<file path="config.mk">
export PLATFORM = sky130hd
export DESIGN_NAME = accum_alu_n_flat
export DESIGN_NICKNAME = d
export VERILOG_FILES = /design/src/rtl/accum_pkg.sv /design/src/rtl/accum_alu_n_if.sv /design/src/rtl/accum_alu_core.sv /design/src/rtl/accum_alu_n.sv /design/src/flat_wrapper.sv
export SDC_FILE = /design/constraint.sdc
export NUM_CORES = 1
export LEC_CHECK = 0
export BUFFER_PORTS_ARGS = -buffer_cell sky130_fd_sc_hd__buf_2
export CORE_ASPECT_RATIO = 1.1
export CORE_MARGIN = 8
export CORE_UTILIZATION = 29
export DETAILED_ROUTE_END_ITERATION = 10
export HOLD_SLACK_MARGIN = 0.12
export PLACE_DENSITY = 0.43
export SYNTH_ARGS = -nofsm -noshare
export SYNTH_HDL_FRONTEND = slang
export SYNTH_SLANG_ARGS = --single-unit
</file>
<file path="constraint.sdc">
create_clock -name Clk -period 3.5 [get_ports Clk]
set_input_delay 1.05 -clock Clk [delete_from_list [all_inputs] [get_ports Clk]]
set_output_delay 1.05 -clock Clk [all_outputs]
set_load 0.02 [all_outputs]
</file>
<file path="src/rtl/accum_pkg.sv">
// Shared opcode constants and FSM encoding for the parametrised accumulator ALU.
package accum_pkg;

    localparam int OP_W = 4;

    localparam logic [OP_W-1:0] OP_ADD  = 4'd0;
    localparam logic [OP_W-1:0] OP_SUB  = 4'd1;
    localparam logic [OP_W-1:0] OP_CMP  = 4'd2;
    localparam logic [OP_W-1:0] OP_AND  = 4'd3;
    localparam logic [OP_W-1:0] OP_OR   = 4'd4;
    localparam logic [OP_W-1:0] OP_NOT  = 4'd5;
    localparam logic [OP_W-1:0] OP_LOAD = 4'd6;
    localparam logic [OP_W-1:0] OP_MUL  = 4'd7;

    // Any opcode above this one is rejected with an err pulse.
    localparam logic [OP_W-1:0] OP_LAST_LEGAL = OP_MUL;

    typedef enum logic [0:0] {
        ST_IDLE = 1'b0,
        ST_MUL  = 1'b1
    } state_t;

endpackage

</file>
<file path="src/rtl/accum_alu_n_if.sv">
// Request/result bundle between the datapath controller (master) and the ALU (slave).
interface accum_alu_n_if #(
    parameter int WIDTH = 8,
    parameter int OPW   = 4
);
    logic             in_valid;
    logic             in_ready;
    logic [OPW-1:0]   op;
    logic             acc_sel;
    logic [WIDTH-1:0] a;
    logic [WIDTH-1:0] b;
    logic             cin;
    logic [WIDTH-1:0] acc;
    logic             cf;
    logic             of;
    logic             zf;
    logic             out_valid;
    logic             err;

    modport master (
        output in_valid, op, acc_sel, a, b, cin,
        input  in_ready, acc, cf, of, zf, out_valid, err
    );

    modport slave (
        input  in_valid, op, acc_sel, a, b, cin,
        output in_ready, acc, cf, of, zf, out_valid, err
    );
endinterface

</file>
<file path="src/rtl/accum_alu_core.sv">
// Combinational single-cycle ALU: result and flags for ADD..LOAD.
// Build option ACCUM_SATURATE_EN makes ADD/SUB saturate instead of wrapping.
module accum_alu_core
    import accum_pkg::*;
#(
    parameter int WIDTH = 8
) (
    input  logic [OP_W-1:0]  op,
    input  logic [WIDTH-1:0] a_val,
    input  logic [WIDTH-1:0] b_val,
    input  logic [WIDTH-1:0] acc_cur,
    input  logic             cin,
    output logic [WIDTH-1:0] res,
    output logic             cf,
    output logic             of,
    output logic             zf
);

    logic [WIDTH:0]   sum_s;
    logic [WIDTH:0]   dif_s;
    logic [WIDTH-1:0] add_res_s;
    logic [WIDTH-1:0] sub_res_s;

    assign sum_s = {1'b0, a_val} + {1'b0, b_val} + {{WIDTH{1'b0}}, cin};
    assign dif_s = {1'b0, a_val} - {1'b0, b_val} - {{WIDTH{1'b0}}, cin};

`ifdef ACCUM_SATURATE_EN
    assign add_res_s = sum_s[WIDTH] ? {WIDTH{1'b1}} : sum_s[WIDTH-1:0];
    assign sub_res_s = dif_s[WIDTH] ? {WIDTH{1'b0}} : dif_s[WIDTH-1:0];
`else
    assign add_res_s = sum_s[WIDTH-1:0];
    assign sub_res_s = dif_s[WIDTH-1:0];
`endif

    // Opcode decode; overflow always uses the unsaturated sum/difference.
    always_comb begin
        res = acc_cur;
        cf  = 1'b0;
        of  = 1'b0;
        zf  = 1'b0;
        case (op)
            OP_ADD: begin
                res = add_res_s;
                cf  = sum_s[WIDTH];
                of  = (a_val[WIDTH-1] == b_val[WIDTH-1]) && (sum_s[WIDTH-1] != a_val[WIDTH-1]);
            end
            OP_SUB: begin
                res = sub_res_s;
                cf  = dif_s[WIDTH];
                of  = (a_val[WIDTH-1] != b_val[WIDTH-1]) && (dif_s[WIDTH-1] != a_val[WIDTH-1]);
            end
            OP_CMP: begin
                res = acc_cur;
                cf  = (a_val < b_val);
                of  = ($signed(a_val) < $signed(b_val));
            end
            OP_AND:  res = a_val & b_val;
            OP_OR:   res = a_val | b_val;
            OP_NOT:  res = ~a_val;
            OP_LOAD: res = b_val;
            default: res = acc_cur;
        endcase
        if (op == OP_CMP) begin
            zf = (a_val == b_val);
        end else begin
            zf = ~|res;
        end
    end

endmodule

</file>
<file path="src/rtl/accum_alu_n.sv">
// Accumulator ALU top: handshake, IDLE/MUL FSM, shift-add multiplier and result registers.
// Optional build macro ACCUM_SATURATE_EN (handled in accum_alu_core).
module accum_alu_n
    import accum_pkg::*;
#(
    parameter int WIDTH = 8,
    parameter int OPW   = 4
) (
    input logic          Clk,
    input logic          nReset,
    accum_alu_n_if.slave bus
);

    localparam int CNT_W = $clog2(WIDTH + 1);

    state_t             state_r;
    state_t             state_nx_s;
    logic [WIDTH-1:0]   acc_r;
    logic               cf_r;
    logic               of_r;
    logic               zf_r;
    logic               out_valid_r;
    logic               err_r;
    logic [2*WIDTH-1:0] prod_r;
    logic [WIDTH-1:0]   mcand_r;
    logic [CNT_W-1:0]   cnt_r;

    logic [OPW-1:0]     op_s;
    logic [WIDTH-1:0]   a_sel_s;
    logic               in_ready_s;
    logic               accept_s;
    logic               illegal_s;
    logic [WIDTH-1:0]   core_res_s;
    logic               core_cf_s;
    logic               core_of_s;
    logic               core_zf_s;
    logic [WIDTH:0]     mul_add_s;
    logic [2*WIDTH-1:0] prod_nx_s;

    assign op_s       = bus.op;
    assign a_sel_s    = bus.acc_sel ? acc_r : bus.a;
    assign in_ready_s = (state_r == ST_IDLE);
    assign accept_s   = bus.in_valid && in_ready_s;
    assign illegal_s  = (op_s > OP_LAST_LEGAL);

    accum_alu_core #(.WIDTH(WIDTH)) u_core (
        .op      (op_s),
        .a_val   (a_sel_s),
        .b_val   (bus.b),
        .acc_cur (acc_r),
        .cin     (bus.cin),
        .res     (core_res_s),
        .cf      (core_cf_s),
        .of      (core_of_s),
        .zf      (core_zf_s)
    );

    // Right-shifting multiplier: multiplier sits in the low half, partial sum grows in the high half.
    assign mul_add_s = {1'b0, prod_r[2*WIDTH-1:WIDTH]}
                     + (prod_r[0] ? {1'b0, mcand_r} : {(WIDTH+1){1'b0}});
    assign prod_nx_s = {mul_add_s, prod_r[WIDTH-1:1]};

    // FSM state register.
    always_ff @(posedge Clk or negedge nReset) begin
        if (!nReset) begin
            state_r <= ST_IDLE;
        end else begin
            state_r <= state_nx_s;
        end
    end

    // FSM next-state logic.
    always_comb begin
        state_nx_s = state_r;
        case (state_r)
            ST_IDLE: begin
                if (accept_s && (op_s == OP_MUL)) begin
                    state_nx_s = ST_MUL;
                end else begin
                    state_nx_s = ST_IDLE;
                end
            end
            ST_MUL: begin
                if (cnt_r == CNT_W'(1)) begin
                    state_nx_s = ST_IDLE;
                end else begin
                    state_nx_s = ST_MUL;
                end
            end
            default: state_nx_s = ST_IDLE;
        endcase
    end

    // Result/flag registers and multiplier datapath.
    always_ff @(posedge Clk or negedge nReset) begin
        if (!nReset) begin
            acc_r       <= {WIDTH{1'b0}};
            cf_r        <= 1'b0;
            of_r        <= 1'b0;
            zf_r        <= 1'b0;
            out_valid_r <= 1'b0;
            err_r       <= 1'b0;
            prod_r      <= {(2*WIDTH){1'b0}};
            mcand_r     <= {WIDTH{1'b0}};
            cnt_r       <= {CNT_W{1'b0}};
        end else begin
            out_valid_r <= 1'b0;
            err_r       <= 1'b0;
            if (accept_s) begin
                if (illegal_s) begin
                    err_r       <= 1'b1;
                    out_valid_r <= 1'b1;
                end else if (op_s == OP_MUL) begin
                    mcand_r <= a_sel_s;
                    prod_r  <= {{WIDTH{1'b0}}, bus.b};
                    cnt_r   <= CNT_W'(WIDTH);
                end else begin
                    acc_r       <= core_res_s;
                    cf_r        <= core_cf_s;
                    of_r        <= core_of_s;
                    zf_r        <= core_zf_s;
                    out_valid_r <= 1'b1;
                end
            end else if (state_r == ST_MUL) begin
                prod_r <= prod_nx_s;
                cnt_r  <= cnt_r - CNT_W'(1);
                if (cnt_r == CNT_W'(1)) begin
                    acc_r       <= prod_nx_s[WIDTH-1:0];
                    cf_r        <= |prod_nx_s[2*WIDTH-1:WIDTH];
                    of_r        <= |prod_nx_s[2*WIDTH-1:WIDTH];
                    zf_r        <= ~|prod_nx_s[WIDTH-1:0];
                    out_valid_r <= 1'b1;
                end
            end
        end
    end

    assign bus.in_ready  = in_ready_s;
    assign bus.acc       = acc_r;
    assign bus.cf        = cf_r;
    assign bus.of        = of_r;
    assign bus.zf        = zf_r;
    assign bus.out_valid = out_valid_r;
    assign bus.err       = err_r;

endmodule

</file>
<file path="src/flat_wrapper.sv">
// flat-port wrapper written by rule: the top's interface ports become plain ports
module accum_alu_n_flat import accum_pkg::*;
#(
    parameter int WIDTH = 8,
    parameter int OPW   = 4
)
  (Clk, nReset, bus_in_valid, bus_op, bus_acc_sel, bus_a, bus_b, bus_cin, bus_in_ready, bus_acc, bus_cf, bus_of, bus_zf, bus_out_valid, bus_err);
  accum_alu_n_if #(.WIDTH(WIDTH), .OPW(OPW)) bus_i ();
  input logic Clk;
  input logic nReset;
  input wire logic [$bits(bus_i.in_valid)-1:0] bus_in_valid;
  input wire logic [$bits(bus_i.op)-1:0] bus_op;
  input wire logic [$bits(bus_i.acc_sel)-1:0] bus_acc_sel;
  input wire logic [$bits(bus_i.a)-1:0] bus_a;
  input wire logic [$bits(bus_i.b)-1:0] bus_b;
  input wire logic [$bits(bus_i.cin)-1:0] bus_cin;
  output wire logic [$bits(bus_i.in_ready)-1:0] bus_in_ready;
  output wire logic [$bits(bus_i.acc)-1:0] bus_acc;
  output wire logic [$bits(bus_i.cf)-1:0] bus_cf;
  output wire logic [$bits(bus_i.of)-1:0] bus_of;
  output wire logic [$bits(bus_i.zf)-1:0] bus_zf;
  output wire logic [$bits(bus_i.out_valid)-1:0] bus_out_valid;
  output wire logic [$bits(bus_i.err)-1:0] bus_err;
  assign bus_i.in_valid = bus_in_valid;
  assign bus_i.op = bus_op;
  assign bus_i.acc_sel = bus_acc_sel;
  assign bus_i.a = bus_a;
  assign bus_i.b = bus_b;
  assign bus_i.cin = bus_cin;
  assign bus_in_ready = bus_i.in_ready;
  assign bus_acc = bus_i.acc;
  assign bus_cf = bus_i.cf;
  assign bus_of = bus_i.of;
  assign bus_zf = bus_i.zf;
  assign bus_out_valid = bus_i.out_valid;
  assign bus_err = bus_i.err;
  accum_alu_n #(.WIDTH(WIDTH), .OPW(OPW)) u_core (.Clk(Clk), .nReset(nReset), .bus(bus_i));
endmodule
</file>
Word level (Yosys, flattened, before mapping)

Index checks and enable logic that the tools add are counted.

Input port bits: 25
Logic and storage cells: 97
Output and inout port bits: 14
Bits in registers: 42

Bitwise operators: 5
Muxes and demuxes: 42
Magnitude comparators: 3
$add $sub $neg: 6
Eq/ne operators: 16
Reduce and logical (&&, ||, !) cells: 15

Operator list:

| cell                                                | count |
|---|---|
| 2-to-1 mux 16 bit                                   | 4 |
| 2-to-1 mux 8 bit                                    | 7 |
| case mux 8 bit (6 select lines)                     | 1 |
| OR reduction 8 bit                                  | 3 |
| 2-to-1 mux 1 bit                                    | 23 |
| == test 4 x 3 -> 1 bit (second input constant)      | 4 |
| less-than comparator 8 bit                          | 2 |
| 2-to-1 mux 4 bit                                    | 4 |
| adder 8 x 8 -> 9 bit                                | 1 |
| adder 8 x 9 -> 9 bit                                | 1 |
| adder 9 x 1 -> 9 bit                                | 1 |
| subtractor 8 x 8 -> 9 bit                           | 1 |
| subtractor 9 x 1 -> 9 bit                           | 1 |
| AND 8 bit                                           | 1 |
| == test 4 x 1 -> 1 bit (second input constant)      | 2 |
| == test 4 x 2 -> 1 bit (second input constant)      | 2 |
| == test 8 bit                                       | 1 |
| NOT 8 bit                                           | 1 |
| OR 8 bit                                            | 1 |
| != test 2 bit (second input constant)               | 3 |
| case mux 1 bit (3 select lines)                     | 2 |
| AND reduction 3 bit                                 | 2 |
| > comparator 4 x 3 -> 1 bit (second input constant) | 1 |
| logical AND 1 bit                                   | 4 |
| other kinds (9)                                     | 14 |

Longest topological paths before layout

Gate-level depths: netlist of run 1.

Depth in word-level cells: 10
Depth in mapped cells: 13
Depth with buffers taken out: 12

Hierarchy

A second synthesis of run 1 with hierarchy kept.

Cells, all modules: 513
Area, all modules: 4324.1 um^2

By module, submodules not included:

| module         | instances | sequential area each (um^2) | cells each | area an instance (um^2) |
|---|---|---|---|---|
| accum_alu_n    | 1         | 1051.0                      | 266        | 2452.4 |
| accum_alu_core | 1         | 0.0                         | 247        | 1871.8 |

Least setup slack after synthesis of run 1

OpenSTA, ideal clock, no wires.

Path kind: input -> register
From: input bus_acc_sel
To: register u_core.acc_r[6], in the netlist u_core.bus.acc[6]
Path buffers: 1
Arrival: 3.999 ns
Setup time: 0.125 ns
Slack: -0.624 ns
Required time: 3.375 ns
Stages on the path: 12
Cells stage by stage: buf_4 -> mux2i_1 -> inv_1 -> fa_1 -> fa_1 -> o21a_1 -> o221a_1 -> xor2_1 -> a2111o_1 -> o22ai_2 -> o21ai_1 -> mux2_2

Cells in the longest elaborated chain, start to end: 7
Elaborated cells between the ends (all ways): 12
Classes of those cells: add/sub (4); mux (5); bitwise (3)

RTL lines:

| what                                                                     | line                                       | text |
|---|---|---|
| from (decl)                                                              | flat_wrapper.sv:13                         | `input wire logic [$bits(bus_i.acc_sel)-1:0] bus_acc_sel;` |
| 2-to-1 mux 8 bit *                                                       | accum_alu_n.sv:41                          | `assign a_sel_s = bus.acc_sel ? acc_r : bus.a;` |
| named net u_core.a_sel_s[0]                                              | accum_alu_n.sv:29                          | `logic [WIDTH-1:0] a_sel_s;` |
| subtractor 8 x 8 -> 9 bit / adder 8 x 8 -> 9 bit (equally long branches) | accum_alu_core.sv:25, accum_alu_core.sv:24 |  |
| subtractor 9 x 1 -> 9 bit / adder 9 x 1 -> 9 bit (equally long branches) | accum_alu_core.sv:25, accum_alu_core.sv:24 |  |
| case mux 8 bit (6 select lines) *                                        | accum_alu_core.sv:41                       | `case (op)` |
| 2-to-1 mux 8 bit *                                                       | accum_alu_n.sv:113                         | `end else if (op_s == OP_MUL) begin` |
| 2-to-1 mux 8 bit *                                                       | accum_alu_n.sv:110                         | `if (illegal_s) begin` |
| 2-to-1 mux 8 bit *                                                       | accum_alu_n.sv:109                         | `if (accept_s) begin` |
| to (signal assigned)                                                     | accum_alu_n.sv:97                          | `acc_r <= {WIDTH{1'b0}};` |
| to (signal assigned)                                                     | accum_alu_n.sv:118                         | `acc_r <= core_res_s;` |
| to (signal assigned)                                                     | accum_alu_n.sv:128                         | `acc_r <= prod_nx_s[WIDTH-1:0];` |
| to (decl)                                                                | accum_alu_n.sv:18                          | `logic [WIDTH-1:0] acc_r;` |

The timed path passes the listed nets; every way through them passes the cells marked *. The select of a mux whose other input is x is not followed.
A chain may end at the register's enable or synchronous reset.

Worst setup path in the final report of run 1

Ends and elaborated chain as after synthesis.

==> summary.txt, run 1 <==
Setup path
  – Biggest fanout along the worst timing path: 2
  – Buffers plus inverters on the worst setup path: 2
  – Top cell family by delay on the critical path: compound AO/OA/AOI/OAI gates
  – Critical-path cell list: buf_8, mux2i_4, inv_2, fa_2, fa_2, o21a_1, o221a_1, xor2_1, a2111o_1, o22ai_2, o21ai_1, mux2_2
  – Startpoint-to-endpoint class of the critical path: in2reg
  – Data required, critical path: 3.67 ns
  – Crit start category: primary input
  – Max stage delay on crit path: 0.38 ns
  – Crit-path slowest cell: a2111o_1
  – Setup crit end kind: register
  – Most frequent cell on the critical path: fa_2
  – CP arrival: 3.63 ns

Routing
  – Number of vias after detailed routing: 3,767
  – Count of TritonRoute iterations in the first routing pass: 4
  – Routed length per instance: 17.5 µm
  – 1st-iter DRT viols: 230
  – Average via count per standard cell: 4.98
  – DR DRC count: 0
  – Final antenna-violating net count: 0
  – Detailed-route wire length: 13.2 mm

Clocking
  – Clock-pin slew of the registers on the worst-case setup and hold paths: 0.06 ns
  – Clock tree from TritonCTS: yes
  – Deepest level of the CTS H-tree: 2
  – Source-to-sink clock delay at the later pin of the worst-skew pair: 0.28 ns
  – Number of buffers on the longest clock path: 2
  – Number of buffers created by CTS: 5
  – Number of sinks handled by clock tree synthesis: 42
  – CTS Hold Buffers Added: 0
  – Root cell of the clock tree: clkbuf_16

Synth
  – Cell types with the largest area share after synthesis: dfrtp_1 26%, ha_1 16%, nand2_1 5.3%
  – Number of flip-flops and latches in the synthesized netlist: 42
  – Post-synth top area cell: dfrtp_1
  – Mapped cell area: 0.00410 mm²
  – Post-synthesis cell count: 475
  – Fraction of registers with async set/reset: 1.00
  – Mean instance size in the synthesized netlist: 8.63 µm²
  – Top-count cell post-synth: nand2_1
  – Number of enable-type register cells in the synthesized netlist: 0
  – Predominant post-synthesis flop cell: dfrtp_1
  – Top cells by instance count after synthesis: 58 x nand2_1, 51 x ha_1, 42 x dfrtp_1
  – Portion of the post-synthesis area used by sequential elements: 0.256
  – Share of the synthesized area in the top cell type: 0.256
  – Number of distinct standard cells referenced by the synthesized netlist: 69
  – Synth Net Count: 556
  – Warnings, synthesis: 0

STA
  – Pins over their slew limit: 0
  – Worst max-slew margin expressed relative to the limit: 0.356
  – Slew at the pin with the worst max-slew slack: 0.966 ns
  – Setup repair after global routing missed its margin: true
  – Highest achievable clock rate: 289 MHz
  – Final-report hold violation count: 0
  – Max Clock Skew: 0.00519 ns
  – Setup violators final: 0
  – Fraction of the cycle the final worst path needs: 0.987
  – Minimum clock period: 3.45 ns

Cells and area
  – Multi-input gate area in the final layout: 0.00287 mm²
  – Fillcell total: 1,418
  – Final design area excluding fillers: 0.00522 mm²
  – Nets@finish: 648
  – Register Area: 0.00105 mm²
  – Fraction of layout cells with a size suffix above 1: 0.262
  – Count of antenna diodes in the layout: 0
  – Area overhead of the layout relative to synthesis: 27.4%

Die
  – Core Area: 0.0138 mm²
  – Area of the die: 0.0182 mm²
  – IO Count: 39
  – Number of rows created at floorplan: 45
  – Overall die width: 129 µm
  – Die span in y: 141 µm
  – Initial cell density of the core: 0.297

Global route
  – Global routing usage summed across all routing layers: 0.148
  – Initial antenna violation count: 0
  – Largest net degree at the start of global routing: 43
  – Wire length of the first global-routing pass: 21.3 mm
  – Vias in the first global route: 3,895
  – Global route total overflow: 0

Power
  – Sequential group share of total power: 0.261
  – Fraction of power consumed by the clock network: 0.193
  – Int Power: 1.88 mW
  – Highest ir drop seen on vdd: 0.232 mV
  – Logic pwr share: 0.545
  – Total design power: 3.19 mW
  – Sw Share: 0.410
  – Leakage power: 2.50 nW
  – Total power divided by cell area: 611 mW/mm²
  – Switching power total: 1.31 mW

Placed design
  – Final RePlAce weighted congestion: 0.824
  – HPWL reported at the end of detailed placement: 10.9 mm
  – Area post-placement: 0.00494 mm²
  – Number of buffer cells added on primary ports: 38

Run
  – Max Cap Viol: 0

Run status
  – Status: finished, final reports clean

Worst hold path
  – Kind of path behind the tightest hold check: reg2reg
## area by class of cell
class / count / share of cell area
clock buffer: 6 / 0.0266
clock inverter: 2 / 0.0115
inverter: 34 / 0.0244
multi-input combinational: 376 / 0.550
sequential: 42 / 0.201
tap: 188 / 0.0450
timing repair buffer: 108 / 0.141
## cell usage in the layout (no fill, tap or decap), types with 12 or more instances in the layout
| cell type | instances |
|---|---|
| dfrtp_1 | 42 |
| a21oi_1 | 23 |
| nor2_1 | 33 |
| nand2_1 | 58 |
| ha_1 | 48 |
| buf_4 | 69 |
| buf_2 | 37 |
| o21ai_0 | 12 |
| inv_1 | 30 |
| o21ai_1 | 22 |
## power by group through the flow
stage	combinational [mW]	sequential (mW)	clock (mW)
6_report	1.74	0.835	0.617
5_1_grt	1.93	0.861	0.654
2_1_floorplan	1.02	0.860	0
3_5_place_dp	1.71	0.838	0
3_3_place_gp	1.70	0.836	0
4_1_cts	1.74	0.833	0.634
## final timing paths
| check | startpoint | to | slack, ns | cells past startpoint |
|---|---|---|---|---|
| min reg2reg | u_core.mcand_r[4]$_DFFE_PN0P_ | u_core.mcand_r[4]$_DFFE_PN0P_ | 0.48 | 2 |
| max in group asynchronous | nReset | u_core.cnt_r[0]$_DFFE_PN0P_ | 1.97 | 1 |
| min in group asynchronous | nReset | u_core.prod_r[10]$_DFFE_PN0P_ | 0.91 | 1 |
| min | u_core.mcand_r[4]$_DFFE_PN0P_ | u_core.mcand_r[4]$_DFFE_PN0P_ | 0.48 | 2 |
| max | bus_acc_sel | u_core.bus.acc[6]$_DFFE_PN0P_ | 0.05 | 12 |
| max reg2reg | u_core.bus.acc[0]$_DFFE_PN0P_ | u_core.bus.acc[6]$_DFFE_PN0P_ | 0.52 | 11 |
## worst reg2reg max path: stages, from the launching register on
cell	delay [ns]
dfrtp_1	0.44
mux2i_4	0.17
inv_2	0.07
fa_2	0.37
fa_2	0.37
o21a_1	0.20
o221a_1	0.27
xor2_1	0.15
a2111o_1	0.38
o22ai_2	0.12
o21ai_1	0.08
mux2_2	0.25
## metrics by stage
step	setup TNS [ns]	std cells	setup WS [ns]	utilization	hold slack, ns
global placement	-1.60	744	-0.345	0.358	0.457
global route	-0.0903	756	-0.0316	0.379	0.512
finish	0	756	0.0455	0.379	0.477
floorplan	-0.506	475	-0.275	-	0.442
CTS	0	756	0.0283	0.376	0.480
detailed placement	-1.84	744	-0.376	0.358	0.465
## layer usage
| layer | routed length (µm) | track usage |
|---|---|---|
| met3 | 277 | 0.0121 |
| met2 | 6590 | 0.261 |
| met1 | 6130 | 0.188 |
| met5 | 0 | 0 |
| met4 | 231 | 0.0427 |
## flip-flops by register name, summed over array words and instances, names as in the netlist
register / flops
u_core.prod_r: 16
u_core.bus.cf: 1
u_core.bus.of: 1
u_core.bus.out_valid: 1
u_core.bus.acc: 8
u_core.cnt_r: 4
u_core.mcand_r: 8
u_core.bus.err: 1
u_core.state_r: 1
u_core.bus.zf: 1
## logic make-up (layout without fill, tap and decap cells)
family | count (synthesis) | after routing | synth area share
flip-flops | 42 | 42 | 0.256
AND/OR/NAND/NOR | 157 | 157 | 0.190
XOR/XNOR | 14 | 14 | 0.0299
adder cells (fa/ha/maj) | 56 | 56 | 0.180
buffers and inverters | 57 | 150 | 0.0665
AO/OA/AOI/OAI | 128 | 128 | 0.222
multiplexers | 21 | 21 | 0.0556
## repair_timing
action | CTS | global route
pin swaps | 2 | 1
buffers inserted | 4 | 0
endpoints found under the setup margin | 2 | 5
gates resized for setup | 4 | 7
No activity file was read; power rests on OpenSTA's default activity.
==> run 2, diff against run 1 <==
==> constraint.sdc (replaced) <==
create_clock -name Clk -period 3.5 [get_ports Clk]
set_input_delay 0.35 -clock Clk [delete_from_list [all_inputs] [get_ports Clk]]
set_output_delay 0.35 -clock Clk [all_outputs]
set_load 0.02 [all_outputs]
==> summary.txt, run 2 (synthesis results as in run 1) <==
Die
  – Initial cell density of the core: 0.297 (unchanged)
  – IO Count: 39 (unchanged)
  – Core Area: 0.0138 mm² (unchanged)
  – Overall die width: 129 µm (unchanged)
  – Area of the die: 0.0182 mm² (unchanged)
  – Number of rows created at floorplan: 45 (unchanged)
  – Die span in y: 141 µm (unchanged)

Power
  – Leakage power: 2.24 nW (-10%)
  – Sequential group share of total power: 0.290 (+0.029)
  – Highest ir drop seen on vdd: 0.225 mV (-2.9%)
  – Logic pwr share: 0.527 (-0.018)
  – Int Power: 1.60 mW (-15%)
  – Switching power total: 1.26 mW (-3.8%)
  – Fraction of power consumed by the clock network: 0.184 (-0.009)
  – Total power divided by cell area: 607 mW/mm² (-0.63%)
  – Sw Share: 0.441 (+0.0309)

Clocking
  – Deepest level of the CTS H-tree: 2 (unchanged)
  – Number of buffers created by CTS: 5 (unchanged)
  – Number of gates resized after CTS: 0 (-4)
  – CTS Hold Buffers Added: 0 (unchanged)
  – Clock tree from TritonCTS: yes
  – Number of sinks handled by clock tree synthesis: 42 (unchanged)
  – Number of buffers on the longest clock path: 2 (unchanged)
  – Clock-pin slew of the registers on the worst-case setup and hold paths: 0.06 ns (about the same)
  – Buffers inserted by post-CTS timing repair: 0 (-4)
  – Source-to-sink clock delay at the later pin of the worst-skew pair: 0.29 ns (about the same)
  – Root cell of the clock tree: clkbuf_16

Routing
  – Number of vias after detailed routing: 3,625 (-3.8%)
  – Detailed-route wire length: 12.9 mm (-2.8%)
  – Average via count per standard cell: 5.13 (+2.9%)
  – DR DRC count: 0 (unchanged)
  – Final antenna-violating net count: 0 (unchanged)
  – 1st-iter DRT viols: 207 (-10%)
  – Count of TritonRoute iterations in the first routing pass: 4 (unchanged)
  – Routed length per instance: 18.2 µm (+3.9%)

STA
  – Setup violators final: 0 (unchanged)
  – Final-report hold violation count: 0 (unchanged)
  – Setup repair after global routing missed its margin: false
  – Fraction of the cycle the final worst path needs: 0.941 (-0.0462)
  – Minimum clock period: 3.29 ns (-0.162 ns)
  – Highest achievable clock rate: 304 MHz (+4.9%)
  – Setup_tns: 0 ns (unchanged)
  – Worst max-slew margin expressed relative to the limit: 0.338 (-0.0183)
  – Pins over their slew limit: 0 (unchanged)
  – Worst path setup slack after routing: 0.207 ns (+0.162 ns)
  – Max Clock Skew: 0.00419 ns (-0.000994 ns)
  – Slew at the pin with the worst max-slew slack: 0.993 ns (+0.0274 ns)
  – Hold WS: 0.226 ns (-0.251 ns)

Cells and area
  – Commonest cells after routing, fill and taps aside: 58 x nand2_1, 51 x ha_1, 42 x dfrtp_1, 38 x buf_2, 33 x nor2_1
  – Count of antenna diodes in the layout: 0 (unchanged)
  – Fraction of layout cells with a size suffix above 1: 0.168 (-0.0947)
  – Nets@finish: 599 (-7.6%)
  – Most common cell after layout, fill and taps aside: nand2_1
  – Area overhead of the layout relative to synthesis: 14.7%
  – Flip-flop count of the largest register, all copies and words added: 16 (unchanged)
  – Multi-input gate area in the final layout: 0.00278 mm² (-3.4%)
  – Register Area: 0.00105 mm² (unchanged)
  – Most flop-heavy register: u_core.prod_r
  – Fillcell total: 1,454 (+2.5%)

Setup path
  – Reg2Reg Launch Point: u_core.bus.acc[0]$_DFFE_PN0P_
  – Max stage delay on crit path: 0.44 ns (+0.06 ns)
  – Setup crit end kind: register
  – Crit start category: register
  – CP arrival: 3.49 ns (-0.14 ns)
  – Startpoint-to-endpoint class of the critical path: reg2reg
  – Critical-path cell list: mux2i_1, inv_1, fa_1, fa_1, o21a_1, o221a_1, xor2_1, a2111o_1, o22ai_2, nand4b_1, o32ai_2
  – Launching instance or port of the critical path: u_core.bus.acc[0]$_DFFE_PN0P_
  – Crit-path slowest cell: fa_1
  – Most frequent cell on the critical path: fa_1
  – Data required, critical path: 3.70 ns (+0.03 ns)
  – Top cell family by delay on the critical path: compound AO/OA/AOI/OAI gates
  – Biggest fanout along the worst timing path: 4 (+2)
  – Buffers plus inverters on the worst setup path: 1 (-1)

Worst hold path
  – Kind of path behind the tightest hold check: in2async

Global route
  – Vias in the first global route: 3,735 (-4.1%)
  – Global routing usage summed across all routing layers: 0.146 (-0.00245)
  – Initial antenna violation count: 0 (unchanged)
  – Largest net degree at the start of global routing: 43 (unchanged)
  – Wire length of the first global-routing pass: 20.8 mm (-2.3%)
  – Global route total overflow: 0 (unchanged)

Placed design
  – Number of buffer cells added on primary ports: 38 (unchanged)
  – HPWL reported at the end of detailed placement: 10.3 mm (-5.2%)
  – Final RePlAce weighted congestion: 0.815 (-1.2%)
  – Pre-CTS WS: 0.0710 ns (+0.447 ns)

Run
  – Max Cap Viol: 0 (unchanged)

Run status
  – Status: finished, final reports clean
run 2: area by class of cell:
cell class              instances  share of cell area
clock buffers                   8              0.0354
inverters                      34              0.0271
multi-input cells             376               0.590
flip-flops and latches         42               0.223
well taps                     188              0.0500
repair buffers                 59              0.0740
run 2: per-layer routing:
layer  vias to the layer above  global-route usage  wire (µm)
met4                         0              0.0551        330
met3                        19              0.0181        485
met2                        78               0.245       6290
met5                         -                   0          0
li1                       1773                   -          -
met1                      1755               0.185       5740
run 2: final timing paths:
check / end / slack [ns] / cells after the start
min in group Clk: u_core.mcand_r[1]$_DFFE_PN0P_ / 0.44 / 3
min reg2reg: u_core.mcand_r[5]$_DFFE_PN0P_ / 0.48 / 2
max in group asynchronous: u_core.state_r$_DFF_PN0_ / 2.66 / 1
max: u_core.bus.zf$_DFFE_PN0P_ / 0.21 / 11
max reg2reg: u_core.bus.zf$_DFFE_PN0P_ / 0.21 / 11
min: u_core.prod_r[10]$_DFFE_PN0P_ / 0.23 / 1
run 2: power by group through the flow:
stage          combinational [mW]  clock [mW]  sequential [mW]
2_1_floorplan               0.996           0            0.855
3_3_place_gp                 1.50           0            0.833
3_5_place_dp                 1.51           0            0.834
4_1_cts                      1.52       0.535            0.830
5_1_grt                      1.68       0.552            0.850
6_report                     1.50       0.525            0.828
run 2: per-stage QoR:
stage,util,area (µm²),instances,power [mW]
final,0.341,4700,707,2.86
after global routing,0.341,4700,707,3.08
after CTS,0.341,4700,707,2.88
after detailed placement,0.329,4540,699,2.35
after global placement,0.329,4540,699,2.33
after floorplan,-,4100,475,1.85
==> run 3, diff against run 2 <==
- ABC_AREA: default -> 1
==> summary.txt, run 3 <==
Setup path
  – Setup crit end kind: register
  – Biggest fanout along the worst timing path: 7 (+3)
  – Data required, critical path: 3.70 ns (about the same)
  – Startpoint-to-endpoint class of the critical path: reg2reg
  – CP arrival: 3.02 ns (-0.47 ns)
  – Crit start category: register

Routing
  – Final antenna-violating net count: 0 (unchanged)
  – 1st-iter DRT viols: 248 (+20%)
  – Average via count per standard cell: 4.80 (-6.3%)
  – Number of vias after detailed routing: 4,060 (+12%)
  – Detailed-route wire length: 13.3 mm (+3.5%)
  – DR DRC count: 0 (unchanged)
  – Count of TritonRoute iterations in the first routing pass: 4 (unchanged)
  – Routed length per instance: 15.7 µm (-13%)

Clocking
  – Number of buffers on the longest clock path: 2 (unchanged)
  – Source-to-sink clock delay at the later pin of the worst-skew pair: 0.28 ns (about the same)
  – Clock tree from TritonCTS: yes
  – Deepest level of the CTS H-tree: 2 (unchanged)
  – Number of buffers created by CTS: 5 (unchanged)
  – CTS Hold Buffers Added: 0 (unchanged)
  – Number of sinks handled by clock tree synthesis: 42 (unchanged)
  – Buffers inserted by post-CTS timing repair: 0 (unchanged)
  – Number of gates resized after CTS: 0 (unchanged)
  – Clock-pin slew of the registers on the worst-case setup and hold paths: 0.06 ns (about the same)
  – Root cell of the clock tree: clkbuf_16

Global route
  – Wire length of the first global-routing pass: 21.5 mm (+3.5%)
  – Initial antenna violation count: 0 (unchanged)
  – Global routing usage summed across all routing layers: 0.150 (+0.00388)
  – Largest net degree at the start of global routing: 43 (unchanged)
  – Global route total overflow: 0 (unchanged)
  – Vias in the first global route: 4,151 (+11%)

Synth
  – Warnings, synthesis: 0 (unchanged)
  – Number of distinct standard cells referenced by the synthesized netlist: 39 (-43%)
  – Top-count cell post-synth: nand2_1
  – Share of the synthesized area in the top cell type: 0.253 (-0.00294)
  – Predominant post-synthesis flop cell: dfrtp_1
  – Mean instance size in the synthesized netlist: 6.82 µm² (-21%)
  – Number of flip-flops and latches in the synthesized netlist: 42 (unchanged)
  – Post-synthesis cell count: 608 (+28%)
  – Post-synth top area cell: dfrtp_1
  – Top cells by instance count after synthesis: 166 x nand2_1, 90 x inv_1, 53 x nand3_1
  – Fraction of registers with async set/reset: 1.00 (unchanged)
  – Cell types with the largest area share after synthesis: dfrtp_1 25%, ha_1 15%, nand2_1 15%
  – Synth Net Count: 689 (+24%)
  – Number of enable-type register cells in the synthesized netlist: 0 (unchanged)
  – Portion of the post-synthesis area used by sequential elements: 0.253 (-0.00294)
  – Mapped cell area: 0.00415 mm² (+1.2%)

Power
  – Leakage power: 2.59 nW (+15%)
  – Total power divided by cell area: 623 mW/mm² (+2.5%)
  – Highest ir drop seen on vdd: 0.184 mV (-18%)

Die
  – Overall die width: 130 µm (+0.51%)
  – Core Area: 0.0142 mm² (+3.1%)
  – Initial cell density of the core: 0.292 (-0.00547)
  – Area of the die: 0.0184 mm² (+1.0%)
  – IO Count: 39 (unchanged)
  – Number of rows created at floorplan: 46 (+2.2%)
  – Die span in y: 141 µm (+0.51%)

STA
  – Highest achievable clock rate: 355 MHz (+17%)
  – Pins over their slew limit: 0 (unchanged)
  – Slew at the pin with the worst max-slew slack: 0.990 ns (-0.00334 ns)
  – Fraction of the cycle the final worst path needs: 0.806 (-0.135)
  – Final-report hold violation count: 0 (unchanged)
  – Max Clock Skew: 0.00359 ns (-0.000602 ns)
  – Setup repair after global routing missed its margin: false
  – Setup violators final: 0 (unchanged)
  – Minimum clock period: 2.82 ns (-0.473 ns)
  – Setup_tns: 0 ns (unchanged)
  – Worst max-slew margin expressed relative to the limit: 0.340 (+0.00222)
  – Worst path setup slack after routing: 0.680 ns (+0.473 ns)

Placed design
  – Area post-placement: 0.00461 mm² (+1.6%)
  – Final RePlAce weighted congestion: 0.839 (+3.0%)
  – Placed Cells: 838 (+20%)
  – Pre-CTS WS: 0.518 ns (+0.447 ns)
  – Number of buffer cells added on primary ports: 38 (unchanged)
  – HPWL reported at the end of detailed placement: 10.9 mm (+5.8%)

Worst hold path
  – Kind of path behind the tightest hold check: in2async

Cells and area
  – Nets@finish: 734 (+23%)
  – Most common cell after layout, fill and taps aside: nand2_1
  – Finished Layout Cells: 845 (+20%)
  – Fillcell total: 1,596 (+9.8%)
  – Area overhead of the layout relative to synthesis: 15.2%
  – Fraction of layout cells with a size suffix above 1: 0.116 (-0.0512)
  – Final design area excluding fillers: 0.00478 mm² (+1.6%)
  – Flip-flop count of the largest register, all copies and words added: 16 (unchanged)
  – Count of antenna diodes in the layout: 0 (unchanged)
  – Most flop-heavy register: u_core.prod_r
  – Commonest cells after routing, fill and taps aside: 166 x nand2_1, 90 x inv_1, 53 x nand3_1, 51 x ha_1, 44 x nor2_1

Run status
  – Status: finished, final reports clean

Run
  – Max Cap Viol: 0 (unchanged)
[run 3: per-stage QoR]
stage	util	total power, mW	hold WS (ns)
floorplan	-	1.92	0.0544
global placement	0.324	2.44	0.463
detailed placement	0.324	2.45	0.474
CTS	0.336	3.02	0.264
global route	0.336	3.26	0.310
finish	0.336	2.97	0.217
[run 3: cell type report]
type                       count  area (µm²)  share of cell area
clock buffer                   6         139              0.0291
clock inverter                 1        30.0             0.00629
inverter                      93         352              0.0736
multi-input combinational    461        2690               0.562
timing repair buffer          50         280              0.0587
tap                          192         240              0.0503
sequential                    42        1050               0.220
[run 3: metal layers]
metal,track usage,part of all wire
met1,0.181,0.45
met2,0.270,0.51
met3,0.0165,0.029
met4,0.0465,0.017
met5,0,0
[run 3: power breakdown]
part | internal, mW | switching [mW]
combinational | 0.583 | 1.05
clock | 0.352 | 0.188
sequential | 0.673 | 0.130
[run 3: path summary, 6_finish.rpt]
kind | startpoint | endpoint | slack, ns | depth (start not counted)
worst max register to register | u_core.bus.acc[3]$_DFFE_PN0P_ | u_core.bus.cf$_DFFE_PN0P_ | 0.68 | 14
min in group Clk | bus_b[1] | u_core.prod_r[1]$_DFFE_PN0P_ | 0.38 | 3
worst min-delay path | nReset | u_core.prod_r[10]$_DFFE_PN0P_ | 0.22 | 1
worst min register to register | u_core.prod_r[8]$_DFFE_PN0P_ | u_core.prod_r[8]$_DFFE_PN0P_ | 0.48 | 2
max in group asynchronous | nReset | u_core.bus.acc[7]$_DFFE_PN0P_ | 2.66 | 1
worst max-delay path | u_core.bus.acc[3]$_DFFE_PN0P_ | u_core.bus.cf$_DFFE_PN0P_ | 0.68 | 14
[run 3: kinds of logic (layout without fill, tap and decap cells)]
kind of cell             count (synthesis)  after routing  synth area share
AO/OA/AOI/OAI                           95             95             0.136
XOR/XNOR                                 7              7            0.0148
adder cells (fa/ha/maj)                 56             56             0.178
buffers and inverters                  105            150            0.0990
flip-flops                              42             42             0.253
AND/OR/NAND/NOR                        303            303             0.319
[run 3: critical path: stages (launching register included)]
cell,delay [ns]
dfrtp_1,0.39
inv_1,0.12
nand2_1,0.06
o21ai_0,0.14
ha_1,0.38
ha_1,0.40
a21oi_1,0.35
nand2_1,0.17
nand4_1,0.11
nand3_1,0.09
a21oi_1,0.12
o21ai_0,0.11
nand3_1,0.10
nand2_1,0.05
a21boi_0,0.17
